<file path="src/rtl/kulisch_to_log.sv">
// Converts a fixed-point Kulisch accumulator word into an unpacked log-domain number.
// Build option KULISCH_TO_LOG_INEXACT_EN adds out_inexact (rounding or flush lost information).
module kulisch_to_log #(
  parameter int M                  = 5,
  parameter int F                  = 10,
  parameter int LINEAR_TO_LOG_BITS = 8,
  parameter int ACC_NON_FRAC       = 16,
  parameter int ACC_FRAC           = 16
) (
  input  logic                                         clock,
  input  logic                                         reset,
  input  logic                                         in_valid,
  output logic                                         in_ready,
  input  logic signed [ACC_NON_FRAC+ACC_FRAC-1:0]      in_bits,
  input  logic                                         in_is_inf,
  input  logic                                         in_overflow,
  output logic                                         out_valid,
  input  logic                                         out_ready,
  output logic                                         out_sign,
  output logic                                         out_is_zero,
  output logic                                         out_is_inf,
`ifdef KULISCH_TO_LOG_INEXACT_EN
  output logic                                         out_inexact,
`endif
  output logic signed [M+F-1:0]                        out_log_exp
);

  localparam int W     = ACC_NON_FRAC + ACC_FRAC;
  localparam int L     = LINEAR_TO_LOG_BITS;
  localparam int PW    = $clog2(W);
  localparam int EW    = PW + 2;
  localparam int RQ    = 31;
  localparam int RX    = 10;
  localparam int E_MAX = 2**(M-1) - 1;
  localparam int E_MIN = -(2**(M-1));

  typedef enum logic [2:0] {IDLE, ABS, LZC, LOG, OUT} state_t;
  state_t state;

  // log2(1 + idx/2^L) in F fractional bits, rounded to nearest, by repeated squaring.
  function automatic logic [F:0] log_rom_entry(input int idx);
    longint unsigned y;
    longint unsigned t;
    t = 64'd0;
    y = 64'(2**L + idx) << (RQ - L);
    for (int k = 0; k < F + RX; k++) begin
      y = (y * y) >> RQ;
      t = t << 1;
      if (y >= (64'd2 << RQ)) begin
        t = t | 64'd1;
        y = y >> 1;
      end
    end
    t = (t + (64'd1 << (RX - 1))) >> RX;
    return (F+1)'(t);
  endfunction

  function automatic logic [L:0] round_half_up(input logic [L-1:0] idx, input logic guard);
    return {1'b0, idx} + {{L{1'b0}}, guard};
  endfunction

  logic [F:0] rom [2**L];
  for (genvar g = 0; g < 2**L; g++) begin : g_rom
    assign rom[g] = log_rom_entry(g);
  end

  logic signed [W-1:0]  bits_p0;
  logic                 inf_p0;
  logic [W-1:0]         mag_p1;
  logic [L-1:0]         idx_p2;
  logic signed [EW-1:0] e_p2;
  logic                 zero_p2;

  logic [PW-1:0] lead;
  logic [W-1:0]  norm;
  logic          guard;
  logic [L:0]    rnd;
  int            e_int;

  // Leading-one detect, normalise the leading one to the MSB, round the mantissa index
  always_comb begin
    lead = '0;
    for (int i = 0; i < W; i++)
      if (mag_p1[i]) lead = PW'(i);
    norm  = mag_p1 << (W - 1 - int'(lead));
    guard = norm[W-2-L];
    rnd   = round_half_up(norm[W-2 -: L], guard);
    e_int = int'(lead) - ACC_FRAC + int'(rnd[L]);
  end

`ifdef KULISCH_TO_LOG_INEXACT_EN
  logic sticky;
  logic inx_p2;
  logic res_inexact;
  assign sticky = |norm[W-3-L:0];
`endif

  always_ff @(posedge clock) begin
    if (state == IDLE && in_valid) begin
      bits_p0 <= in_bits;
      inf_p0  <= in_is_inf | in_overflow;
    end
    // ABS -> LZC: magnitude; the most-negative word maps to 2^(W-1)
    if (state == ABS)
      mag_p1 <= bits_p0[W-1] ? $unsigned(-bits_p0) : $unsigned(bits_p0);
    // LZC -> LOG: rounded index, exponent, zero flag
    if (state == LZC) begin
      idx_p2  <= rnd[L-1:0];
      e_p2    <= EW'(e_int);
      zero_p2 <= ~norm[W-1];
`ifdef KULISCH_TO_LOG_INEXACT_EN
      inx_p2  <= guard | sticky;
`endif
    end
  end

  logic                  res_sign;
  logic                  res_zero;
  logic                  res_inf;
  logic signed [M+F-1:0] res_exp;
  int                    exp_int;

  // Special cases in priority order: input inf/overflow, zero, exponent overflow, underflow flush
  always_comb begin
    exp_int  = int'(e_p2) * (2**F) + int'(rom[idx_p2]);
    res_sign = bits_p0[W-1];
    res_zero = 1'b0;
    res_inf  = 1'b0;
    res_exp  = (M+F)'(exp_int);
`ifdef KULISCH_TO_LOG_INEXACT_EN
    res_inexact = inx_p2;
`endif
    if (inf_p0) begin
      res_inf = 1'b1;
      res_exp = '0;
    end else if (zero_p2) begin
      res_zero = 1'b1;
      res_sign = 1'b0;
      res_exp  = '0;
    end else if (int'(e_p2) > E_MAX) begin
      res_inf = 1'b1;
      res_exp = '0;
    end else if (int'(e_p2) < E_MIN) begin
      res_zero = 1'b1;
      res_sign = 1'b0;
      res_exp  = '0;
`ifdef KULISCH_TO_LOG_INEXACT_EN
      res_inexact = 1'b1;
`endif
    end
  end

  assign in_ready = (state == IDLE) && !reset;

  always_ff @(posedge clock or posedge reset) begin
    if (reset) begin
      state       <= IDLE;
      out_valid   <= 1'b0;
      out_sign    <= 1'b0;
      out_is_zero <= 1'b0;
      out_is_inf  <= 1'b0;
      out_log_exp <= '0;
`ifdef KULISCH_TO_LOG_INEXACT_EN
      out_inexact <= 1'b0;
`endif
    end else begin
      case (state)
        IDLE: if (in_valid) state <= ABS;
        ABS:  state <= LZC;
        LZC:  state <= LOG;
        // LOG -> OUT: result fields registered here and held until consumed
        LOG: begin
          state       <= OUT;
          out_valid   <= 1'b1;
          out_sign    <= res_sign;
          out_is_zero <= res_zero;
          out_is_inf  <= res_inf;
          out_log_exp <= res_exp;
`ifdef KULISCH_TO_LOG_INEXACT_EN
          out_inexact <= res_inexact;
`endif
        end
        OUT: if (out_ready) begin
          out_valid <= 1'b0;
          state     <= IDLE;
        end
        default: state <= IDLE;
      endcase
    end
  end

endmodule

</file>
<file path="config.mk">
export PLATFORM = sky130hd
export DESIGN_NAME = kulisch_to_log
export DESIGN_NICKNAME = d
export VERILOG_FILES = /design/src/rtl/kulisch_to_log.sv
export SDC_FILE = /design/constraint.sdc
export NUM_CORES = 1
export LEC_CHECK = 0
export CAP_MARGIN = 0
export CELL_PAD_IN_SITES_DETAIL_PLACEMENT = 2
export CELL_PAD_IN_SITES_GLOBAL_PLACEMENT = 2
export CORE_MARGIN = 2
export CORE_UTILIZATION = 34
export DETAILED_ROUTE_END_ITERATION = 6
export PLACE_DENSITY_LB_ADDON = 0.25
export SLEW_MARGIN = 20
export SYNTH_ARGS = -nofsm -noshare
export SYNTH_HDL_FRONTEND = slang
export SYNTH_SLANG_ARGS = --single-unit
</file>
<file path="constraint.sdc">
create_clock -name clock -period 4.4 [get_ports clock]
set_clock_uncertainty 0.05 [all_clocks]
set_input_delay 0.88 -clock clock [delete_from_list [all_inputs] [get_ports clock]]
set_output_delay 0.88 -clock clock [all_outputs]
set_load 0.05 [all_outputs]
</file>
# Word-level counts from Yosys, hierarchy flattened
# Memory sizes are Yosys's and may differ from the RTL's.
# Index checks and enable logic that the tools add are counted.
[word_totals]
register_bits = 103
romBits = 2816
in_bits = 38
output_inout_bits = 20
elab_cells = 94
n_memories = 1
[op_classes]
n_addsub = 6
magnitude_cmp = 3
n_eq_ne = 6
n_shift = 1
mux = 54
n_bitwise = 3
reduce_logical = 7
[memory_table]
columns = ["memory", "depth", "width", "rd", "rd_ports_with_merged_regs", "wr", "line_no", "source"]
rows = [
  ["(name not given)", 256, 11, 1, 0, 0, "125", "exp_int = int'(e_p2) * (2**F) + int'(rom[idx_p2]);"],
]
[ops]
columns = ["op", "count"]
rows = [
  ["$mux 5", 30],
  ["$mux 15", 4],
  ["$neg 32->32", 1],
  ["$shl 32x32->32", 1],
  ["$mux 31", 1],
  ["$mux 11", 2],
  ["$add 15x12->15", 1],
  ["$pmux 3 s5", 1],
  ["$mux 1", 13],
  ["$add 8x1->9", 1],
  ["$ge 9x9->1 const B", 1],
  ["$not 8->9", 1],
  ["$add 6x2->7", 1],
  ["$gt 7x5->1 const B", 1],
  ["$lt 7x5->1 const B", 1],
  ["$eq 3x2->1 const B", 2],
  ["$mux 3", 2],
  ["$sub 5x5->6 const A", 1],
  ["$sub 5x5->6 const B", 1],
  ["$ne 2x2->1 const B", 2],
  ["$reduce_and 2->1", 2],
  ["$eq 3x1->1 const B", 1],
  ["$eq 3x3->1 const B", 1],
  ["$logic_not 3->1", 1],
  ["other kinds (6)", 7],
]

# Logic depth before layout (Yosys ltp)
[logic_depth]
ltp_word = 35
depth_mapped = 25
mapped_depth_nobuf = 21

# Worst setup path before layout
# OpenSTA, ideal clock, no wires.
[synth_timing]
path_kind = "input to register"
start = "in in_valid"
end = "reg bits_p0[0], enable pin"
t_arrival_ns = 4.290
t_required_ns = 3.832
path_slack_ns = -0.458
cell_stages = 1
path_buffers = 0
cell_sequence = "nor4b_1"
[synth_via]
elab_chain_cells = 1
[synth_lines]
columns = ["item", "line_no", "source"]
rows = [
  ["start: declaration", "12", "input logic in_valid,"],
  ["$logic_and 1x1->1", "99", "if (state == IDLE && in_valid) begin"],
  ["end signal: assignment", "100", "bits_p0 <= in_bits;"],
  ["end: declaration", "67", "logic signed [W-1:0] bits_p0;"],
]
# No other way between the ends.
# A chain may end at the register's enable or synchronous reset.

==> flow_metrics.tcl <==
set metrics [dict create \
    peakVddDrop_mv 0.3150 \
    grt_pass1_wl_microns 53790 \
    p_per_area_nw_per_um2 845.3 \
    antenna_cells 0 \
    grt_usage_pct 26.20 \
    hold_buffers 0 \
    place_inst 1357 \
    fill_cells 2644 \
    leakage_nw 3.940 \
    yosysUniqueCellTypes 97 \
    first_global_vias 9183 \
    clockRootBuffer "clkbuf_16" \
    tritoncts "yes" \
    final_antenna_net_count 0 \
    ys_seq_area_share_pct 35.25 \
    yosysTopAreaCell "edfxtp_1" \
    fin_crit_ps 4575 \
    slowest_delay_ps 540 \
    yosys_most_used_dff "edfxtp_1" \
    final_cells 1419 \
    slew_headroom_pct 28.90 \
    crit_arrival_ps 4650 \
    drv_cap 0 \
    worst_slack_ps -175.2 \
    nNetsFinal 1145 \
    start_kind "flop" \
    num_io_pins 58 \
    worstPathRequired_ps 4480 \
    max_freq_mhz 218.6 \
    path_buf_inv 5 \
    place.gp.congestion 0.9210 \
    htree_levels 3 \
    worst_slew_pin_slew_ps 1066 \
    yosysWarnings 0 \
    wl_microns 39310 \
    port_buffers 57 \
    post_drt_wl_per_cell_microns 27.70 \
    syn_area_per_cell_sq_um 8.797 \
    cp_slowest_cell "o41a_4" \
    numClockSinks 103 \
    hold_path.class "reg -> reg" \
    cp_cell_sequence "inv_2 > a21oi_2 > o31ai_4 > o41a_4 > nor2_8 > buf_8 > buf_12 > buf_4 > buf_4 > mux2i_1 > o311ai_0 > o32a_1 > nor3_4 > nand3b_4 > nor3b_4 > ha_4 > ha_4 > a31oi_1 > a21o_1" \
    crit_type "reg -> reg" \
    synth_top_area_share_pct 28.74 \
    crit_fanout 5 \
    grt_max_degree 62 \
    yosysMostFrequentCell "nand2_1" \
    synth_area_sq_um 8463 \
    synthTopCellsByCount "nand2_1 (122), a21oi_1 (88), edfxtp_1 (81)" \
    regArea_sq_um 2983 \
    route.detailed.drc 0 \
    core_sq_um 24390 \
    rsz0062_at_grt "yes" \
    die_area_sq_um 26170 \
    synth_seq_cells 103 \
    via_per_inst 6.303 \
    clk_pin_slew_worst_paths_ps 90 \
    overflow 0 \
    dpl_cell_area_sq_um 9842 \
    rows 57 \
    detailed_place_hpwl_microns 24820 \
    cts_buffers 9 \
    die_w_microns 161.8 \
    slew_viol_final 0 \
    first_pass_iters 5 \
    num_vias 8944 \
    insertion_delay_ps 370 \
    status "finished, violations left" \
    syn_nets 1017 \
    fin_tns_setup_ps -551.5 \
    drt_iter0_drc 735 \
    multi_input_area_sq_um 5303 \
    finalSetupViolCount 5 \
    cts.path.max_buffers 2 \
    ys_async_sr_fraction_pct 21.36 \
    critPathTopFamily "compound AO/OA/AOI/OAI gates" \
    failed_checks "negative setup slack" \
    critPathCaptureType "flop" \
    final_core_util_pct 44.13 \
    area_growth_pct 27.19 \
    synth_edf_count 81 \
    hold_violations 0 \
    drive_gt1_share_pct 22.65 \
    post-route-period-util_pct 104.0 \
    initial_core_util_pct 34.70 \
    die_h_microns 161.8 \
    synthTopCellsByArea "edfxtp_1 (29%), dfrtp_1 (6.5%), nand2_1 (5.4%)" \
    stdcell_area_sq_um 10760 \
    antenna_found_initial 0 \
    synthCells 962 \
]
## metrics by stage
stage	hold slack, ps	power (mW)	setup slack, ps
final	430.3	9.099	-175.2
after global routing	459.1	9.607	-233.8
after CTS	431.2	8.383	6.199
after detailed placement	413.3	7.399	-67.28
after global placement	407.2	7.195	78.75
after floorplan	392.6	5.431	183.0
## power by group
part | total (mW) | leakage [nW] | internal (mW) | switching [mW]
Sequential | 1.97 | 1.04 | 1.50 | 0.466
Clock | 0.843 | 0.143 | 0.402 | 0.441
Combinational | 6.28 | 2.76 | 2.41 | 3.88
Total | 9.10 | 3.94 | 4.31 | 4.79
## routing by layer
layer / GRT usage, % / vias up / share of wire (%)
met5: 0 / - / 0
met4: 8.407 / 0 / 3.8
met3: 3.345 / 100 / 5.3
met2: 45.24 / 390 / 50
met1: 34.11 / 4543 / 41
li1: - / 3911 / -
## path summary, 6_finish.rpt
kind                                         to  startpoint  slack (ps)  depth (start not counted)
worst max-delay path                    e_p2[4]  mag_p1[24]        -180                         19
worst min-delay path            out_log_exp[12]     e_p2[2]         430                          1
worst max register to register          e_p2[4]  mag_p1[24]        -180                         19
max in group asynchronous        out_log_exp[8]       reset        2790                          2
worst min register to register  out_log_exp[12]     e_p2[2]         430                          1
min in group asynchronous           out_is_zero       reset         980                          2
## final cells by class
cell class | count | area share [%]
Clock buffer | 10 | 2.127
Clock inverter | 6 | 0.5812
Inverter | 22 | 0.8602
Multi-Input combinational cell | 755 | 49.26
Sequential cell | 103 | 27.71
Tap cell | 324 | 3.766
Timing Repair Buffer | 198 | 15.65
Timing Repair inverter | 1 | 0.04650
## logic make-up after synthesis
kind of cell | share of synthesized area [%]
and+or+nand+nor | 18.78
adders and majority gates | 2.513
muxes | 6.771
DFF | 35.25
xor gates and xnor gates | 4.036
buffers and inverters | 5.396
AOI/OAI and AO/OA | 27.26
## cell usage in the layout (no fill, tap or decap), types with 5 or more instances in the layout
cell type	n
or3_1	5
edfxtp_1	81
nor2b_1	6
buf_4	133
o22ai_1	7
a31oi_1	12
xnor2_1	34
nor2_1	65
mux2i_1	21
nand2b_1	15
a311oi_1	7
o211ai_1	24
o21ai_0	74
o31ai_1	10
nand4_1	8
dfrtp_1	22
o21ai_1	5
a211oi_1	16
a22o_1	12
a21oi_2	5
ha_1	13
nor4_1	7
mux4_2	13
a21oi_1	87
clkbuf_16	9
inv_6	5
nor3_1	17
nand2_1	119
inv_1	14
clkdlybuf4s50_1	57
nand3_1	26
o221ai_1	6
## state kept, by name, indices dropped and copies added (netlist names)
name         count
inf_p0           1
e_p2             7
out_is_zero      1
bits_p0         32
out_valid        1
idx_p2           8
out_is_inf       1
state            3
mag_p1          32
out_log_exp     15
out_sign         1
zero_p2          1
## timing repair
| action | in CTS | in global routing |
|---|---|---|
| endpoints found under the setup margin | 4 | 7 |
| gates cloned | 0 | 1 |
| pin swaps | 14 | 28 |
| gates resized for setup | 18 | 39 |
| setup buffers | 11 | 36 |
(Power assumes the default switching activity.)
==> variant 1 (config.mk and constraints unchanged) <==
Set the parameter `M` to 6 (it was 5).
--- a/src/rtl/kulisch_to_log.sv
+++ b/src/rtl/kulisch_to_log.sv
@@ -1,7 +1,7 @@
 // Converts a fixed-point Kulisch accumulator word into an unpacked log-domain number.
 // Build option KULISCH_TO_LOG_INEXACT_EN adds out_inexact (rounding or flush lost information).
 module kulisch_to_log #(
-  parameter int M                  = 5,
+  parameter int M                  = 6,
   parameter int F                  = 10,
   parameter int LINEAR_TO_LOG_BITS = 8,
   parameter int ACC_NON_FRAC       = 16,
Ports: changed (resized out_log_exp); port bits go from 58 to 59. The function was not compared with the original's and may differ.
==> variant 1 against the original RTL <==
- the flow still finishes with violations (setup timing)
- fmax is 0.52% higher
- synthesized area is 0.81% higher
- count of clock-buffer cells in the layout stayed put
- total power is 0.62% higher
- via count is 0.37% lower
- worst setup slack better by 0.024 ns
- sequential power is 2% lower
- design area is 0.37% higher
- sequential cell count is 1 higher
- non-clock buffer count is 6 lower
- clock power is 5.9% lower
- wire length is 7.2% lower
==> variant 1: results (changes against the original RTL) <==
yosys-top-cells-area: "edfxtp_1 (29%), dfrtp_1 (6.7%), a21oi_1 (4.3%)"
power_mw: 9.155  # +0.62%
hp-start: "out_log_exp[8]$_DFFE_PP0P_"
layout.nonclk_buf_frac: 0.1537  # -0.002780
cp_max_fo: 9  # +4
setup_tns_ns: -0.3636  # +0.1879 ns
cts_buffer_depth: 2  # unchanged
clkCellAreaFrac: 0.02606  # -0.001027
p_comb_mw: 6.44  # +3%
ys_seq_area_frac: 0.3525  # about the same
seq_share: 0.2784  # +0.001290
post-place-ws_ns: -0.1011  # -0.03381 ns
muxShareOfSynthArea: 0.05939  # -0.008319
wl_um: 36480  # -7.2%
ys_ff_latch: 104  # +0.97%
clk-power_uw: 793  # -5.9%
antenna_found_initial: 0  # unchanged
comb.multi_input.count: 756  # +0.13%
intPower_mw: 4.372  # +1.4%
yosysUniqueCellTypes: 81  # -16%
vias: 8911  # -0.37%
synth_xor_area_frac: 0.04106  # +0.0007010
place_congestion: 0.9022  # -2.0%
ir_drop_mv: 0.5357  # +70%
status: "complete, but fails checks"
placed_area_um2: 10040  # +2.0%
max_slew_margin: 0.3187  # +0.02971
multi_input_area_um2: 5341  # +0.73%
inverters_excl_clock: 28  # +22%
area_growth_pct: 26.63
failed_checks: "setup timing"
final_layout_size_suffix_gt1_frac: 0.2035  # -0.02302
synth_fp_nets: 1022  # +0.49%
leakage_nw: 3.885  # -1.4%
setup_viol: 5  # unchanged
buffers: 192  # -3.0%
grt_pass1_wl_um: 54240  # +0.85%
syn_inst: 968  # +0.62%
cp_slowest_cell: "or3_4"
grt_max_degree: 71  # +15%
synth_common_cells: "nand2_1 (90), edfxtp_1 (81), nor2_1 (81), a21oi_1 (74), o21ai_0 (73)"
crit_start: "mag_p1[12]$_DFFE_PP_"
dp_hpwl_um: 25420  # +2.4%
grt_pass1_vias: 9076  # -1.2%
nFillCells: 2635  # -0.34%
gr-usage-all-layers: 0.2628  # +0.0007713
synthAdderAreaFrac: 0.02346  # -0.001669
fin_cells: 1420  # +0.070%
io_buffers: 58  # +1.8%
synth_compound_area_frac: 0.3027  # +0.03006
dr.pass1.iters: 5  # unchanged
async_flop_share: 0.2212  # +0.007562
drt_iter0_drc: 745  # +1.4%
netlist_area_um2: 8532  # +0.81%
slowest_delay_ns: 0.43  # -0.11 ns
largestRegisters: "bits_p0: 32 flops, mag_p1: 32 flops, out_log_exp: 16 flops"
crit_arrival_ns: 4.62  # -0.03 ns
setup_slack_ns: -0.1514  # +0.02380 ns
variant 1: cell count changes after synthesis, moves of 5 or more:
cell and delta:
clkbuf_1 +8, nand3_1 -7, or4_1 +5, buf_2 -7, a211o_1 +7, o2111ai_1 +9
nor2_1 +14, a21oi_1 -14, a211oi_1 +9, a221oi_1 +6, o211ai_1 +7, mux2_2 +10
nand2_1 -32, inv_1 +9
variant 1: what timing repair did:
action	in CTS	in global routing
resized for setup	7	41
endpoints found under the setup margin	3	6
buffers inserted	0	32
pin swaps	4	24
variant 1: worst reg2reg max path, stage by stage, from the launching register on:
cell       delay [ns]
edfxtp_1         0.41
or3_4            0.43
a311oi_4         0.31
o21a_1           0.27
buf_4            0.14
buf_4            0.17
o2111ai_1        0.16
o211a_1          0.19
a21oi_1          0.24
mux2i_1          0.18
nor2_2           0.17
a22o_1           0.20
ha_4             0.16
ha_4             0.15
inv_4            0.04
nor4_4           0.23
and3_4           0.25
ha_4             0.16
ha_4             0.14
a31oi_2          0.09
a21o_1           0.16
variant 1: layer usage:
layer | track usage | vias up | share of wire
met5 | 0 | - | 0
met4 | 0.05591 | 0 | 0.022
met3 | 0.03769 | 58 | 0.054
met2 | 0.4251 | 328 | 0.47
met1 | 0.3748 | 4551 | 0.45
li1 | - | 3974 | -
variant 1: final timing paths:
kind                                          endpoint  slack [ns]  cells past startpoint
max in group asynchronous  out_log_exp[11]$_DFFE_PP0P_        2.75                      2
max reg2reg                          e_p2[4]$_DFFE_PN_       -0.15                     20
max                                  e_p2[4]$_DFFE_PN_       -0.15                     20
min reg2reg                 out_log_exp[8]$_DFFE_PP0P_        0.46                      2
min in group asynchronous         state[2]$_DFFE_PP0P_        1.00                      2
min                         out_log_exp[8]$_DFFE_PP0P_        0.46                      2
==> variant 2 (same flow settings) <==
Without the edit above. Re-encode `state_t` (5 states) as one-hot, 5 bits wide.
--- a/src/rtl/kulisch_to_log.sv
+++ b/src/rtl/kulisch_to_log.sv
@@ -34,7 +34,7 @@
   localparam int E_MAX = 2**(M-1) - 1;
   localparam int E_MIN = -(2**(M-1));
 
-  typedef enum logic [2:0] {IDLE, ABS, LZC, LOG, OUT} state_t;
+  typedef enum logic [4:0] {IDLE = 5'b00001, ABS = 5'b00010, LZC = 5'b00100, LOG = 5'b01000, OUT = 5'b10000} state_t;
   state_t state;
 
   // log2(1 + idx/2^L) in F fractional bits, rounded to nearest, by repeated squaring.
Formal check against the unedited RTL: same outputs for any inputs over 4 cycles, from zero or initial values and one cycle with reset high; so few cycles prove little.
==> variant 2 against the original RTL <==
- the flow still finishes with violations (setup timing)
- sequential cell count grew 2
- synthesized cell count grew 6.5%
- count of clock-buffer cells in the layout fell by 1
- synthesized area up 0.71%
- worst setup slack got worse by 0.12 ns
- wire length rose by 5.1%
- first-iteration DRC count is 9.3% lower
- design area grew 5.7%
- via count is 4.4% higher
- highest routed layer unchanged
Power is not compared: it rests on default switching activity, and its combinational part moved more than twofold at a synthesized area within 25%.
==> variant 2: results (changes against the original RTL) <==
status: "complete, but fails checks"
failed_checks: "setup timing"
clock_latency_ns: 0.39  # +0.02 ns
cts-root-buf: "clkbuf_16"
final_layout_size_suffix_gt1_frac: 0.2508  # +0.02435
dp.cells: 1464  # +7.9%
cts_resized: 47  # +29
placed_area_um2: 10310  # +4.7%
p_seq_frac: 0.299
yosysWarnings: 0  # unchanged
dr.pass1.iters: 5  # unchanged
synth_fp_nets: 1079  # +6.1%
yosysUniqueCellTypes: 80  # -18%
async_flop_share: 0.2286  # +0.01498
grt_pass1_vias: 9923  # +8.1%
post-place-ws_ns: -0.3555  # -0.2882 ns
synth_common_cells: "nand2_1 (131), o21ai_0 (90), a21oi_1 (83), nor2_1 (82), edfxtp_1 (81)"
h-tree-depth: 3  # unchanged
via_per_inst: 6.158  # -2.3%
hold_class: "register to register"
power_mw: 5.350
final_nets: 1241  # +8.4%
setup_viol: 8  # +3
core_um2: 24460  # +0.29%
post_drt_wl_per_cell_um: 27.24  # -1.7%
setup_tns_ns: -1.329  # -0.7771 ns
place_congestion: 0.8554  # -7.1%
whs_ns: 0.4392  # +0.008816 ns
slowest_delay_ns: 0.44  # -0.10 ns
vias: 9336  # +4.4%
max_slew_margin: 0.3569  # +0.06788
diodes: 0  # unchanged
yosys-top-cells-area: "edfxtp_1 (29%), dfrtp_1 (6.8%), nand2_1 (5.8%)"
cts_setup_buffers: 18  # +7
cts_inserted_buffers: 9  # unchanged
syn_inst: 1025  # +6.5%
dp_hpwl_um: 25630  # +3.3%
drt_iter0_drc: 667  # -9.3%
ys_seq_area_frac: 0.3560  # +0.003535
cp_slowest_cell: "edfxtp_1"
grt_pass1_wl_um: 58910  # +9.5%
ir_drop_mv: 0.2887
grt_max_degree: 84  # +35%
crit_arrival_ns: 4.78  # +0.13 ns
clk-power_uw: 969
gr-usage-all-layers: 0.2898  # +0.02782
cp_max_fo: 4  # -1
setup_slack_ns: -0.2911  # -0.1159 ns
## variant 2: cell count changes in the layout (fill, tap and decap cells not counted), moves of 11 or more
cell / before / now
buf_4: 133 / 176
nor2_1: 65 / 77
a21oi_1: 87 / 76
a31oi_1: 12 / 23
nand2_1: 119 / 130
## variant 2: final timing paths
kind,cells past startpoint,from,endpoint
max in group asynchronous,2,reset,out_log_exp[7]$_DFFE_PP0P_
worst max-delay path,21,mag_p1[2]$_DFFE_PP_,e_p2[4]$_DFFE_PN_
worst min register to register,2,out_log_exp[3]$_DFFE_PP0P_,out_log_exp[3]$_DFFE_PP0P_
worst max register to register,21,mag_p1[2]$_DFFE_PP_,e_p2[4]$_DFFE_PN_
min in group asynchronous,2,reset,out_sign$_DFFE_PP0P_
worst min-delay path,2,out_log_exp[3]$_DFFE_PP0P_,out_log_exp[3]$_DFFE_PP0P_
## variant 2: metal layers
layer	track usage	wire length [um]
met1	0.3353	15970
met2	0.5292	21720
met3	0.03514	1409
met4	0.1416	2202
met5	0	0
## variant 2: cell type report
type | count | area (um2)
Clock buffer | 9 | 225.2
Fill cell | 2613 | 13090
Timing Repair Buffer | 244 | 2044
Inverter | 26 | 107.6
Tap cell | 324 | 405.4
Sequential cell | 105 | 3034
Clock inverter | 7 | 102.6
Multi-Input combinational cell | 801 | 5454
## variant 2: worst register-to-register path: cells and delay by family (launching register included)
kind | cells | cell delay, ns
buf+inv | 3 | 0.41
fa+ha+maj | 4 | 0.78
simple gates | 4 | 0.61
compound gates | 10 | 2.16
flops | 1 | 0.44
## variant 2: kinds of logic after synthesis
kind of cell    share of synthesized area
fa+ha+maj                         0.02349
buf+inv                           0.05564
xor+xnor                          0.04213
flops                              0.3560
mux                               0.05226
compound gates                     0.2829
simple gates                       0.1876
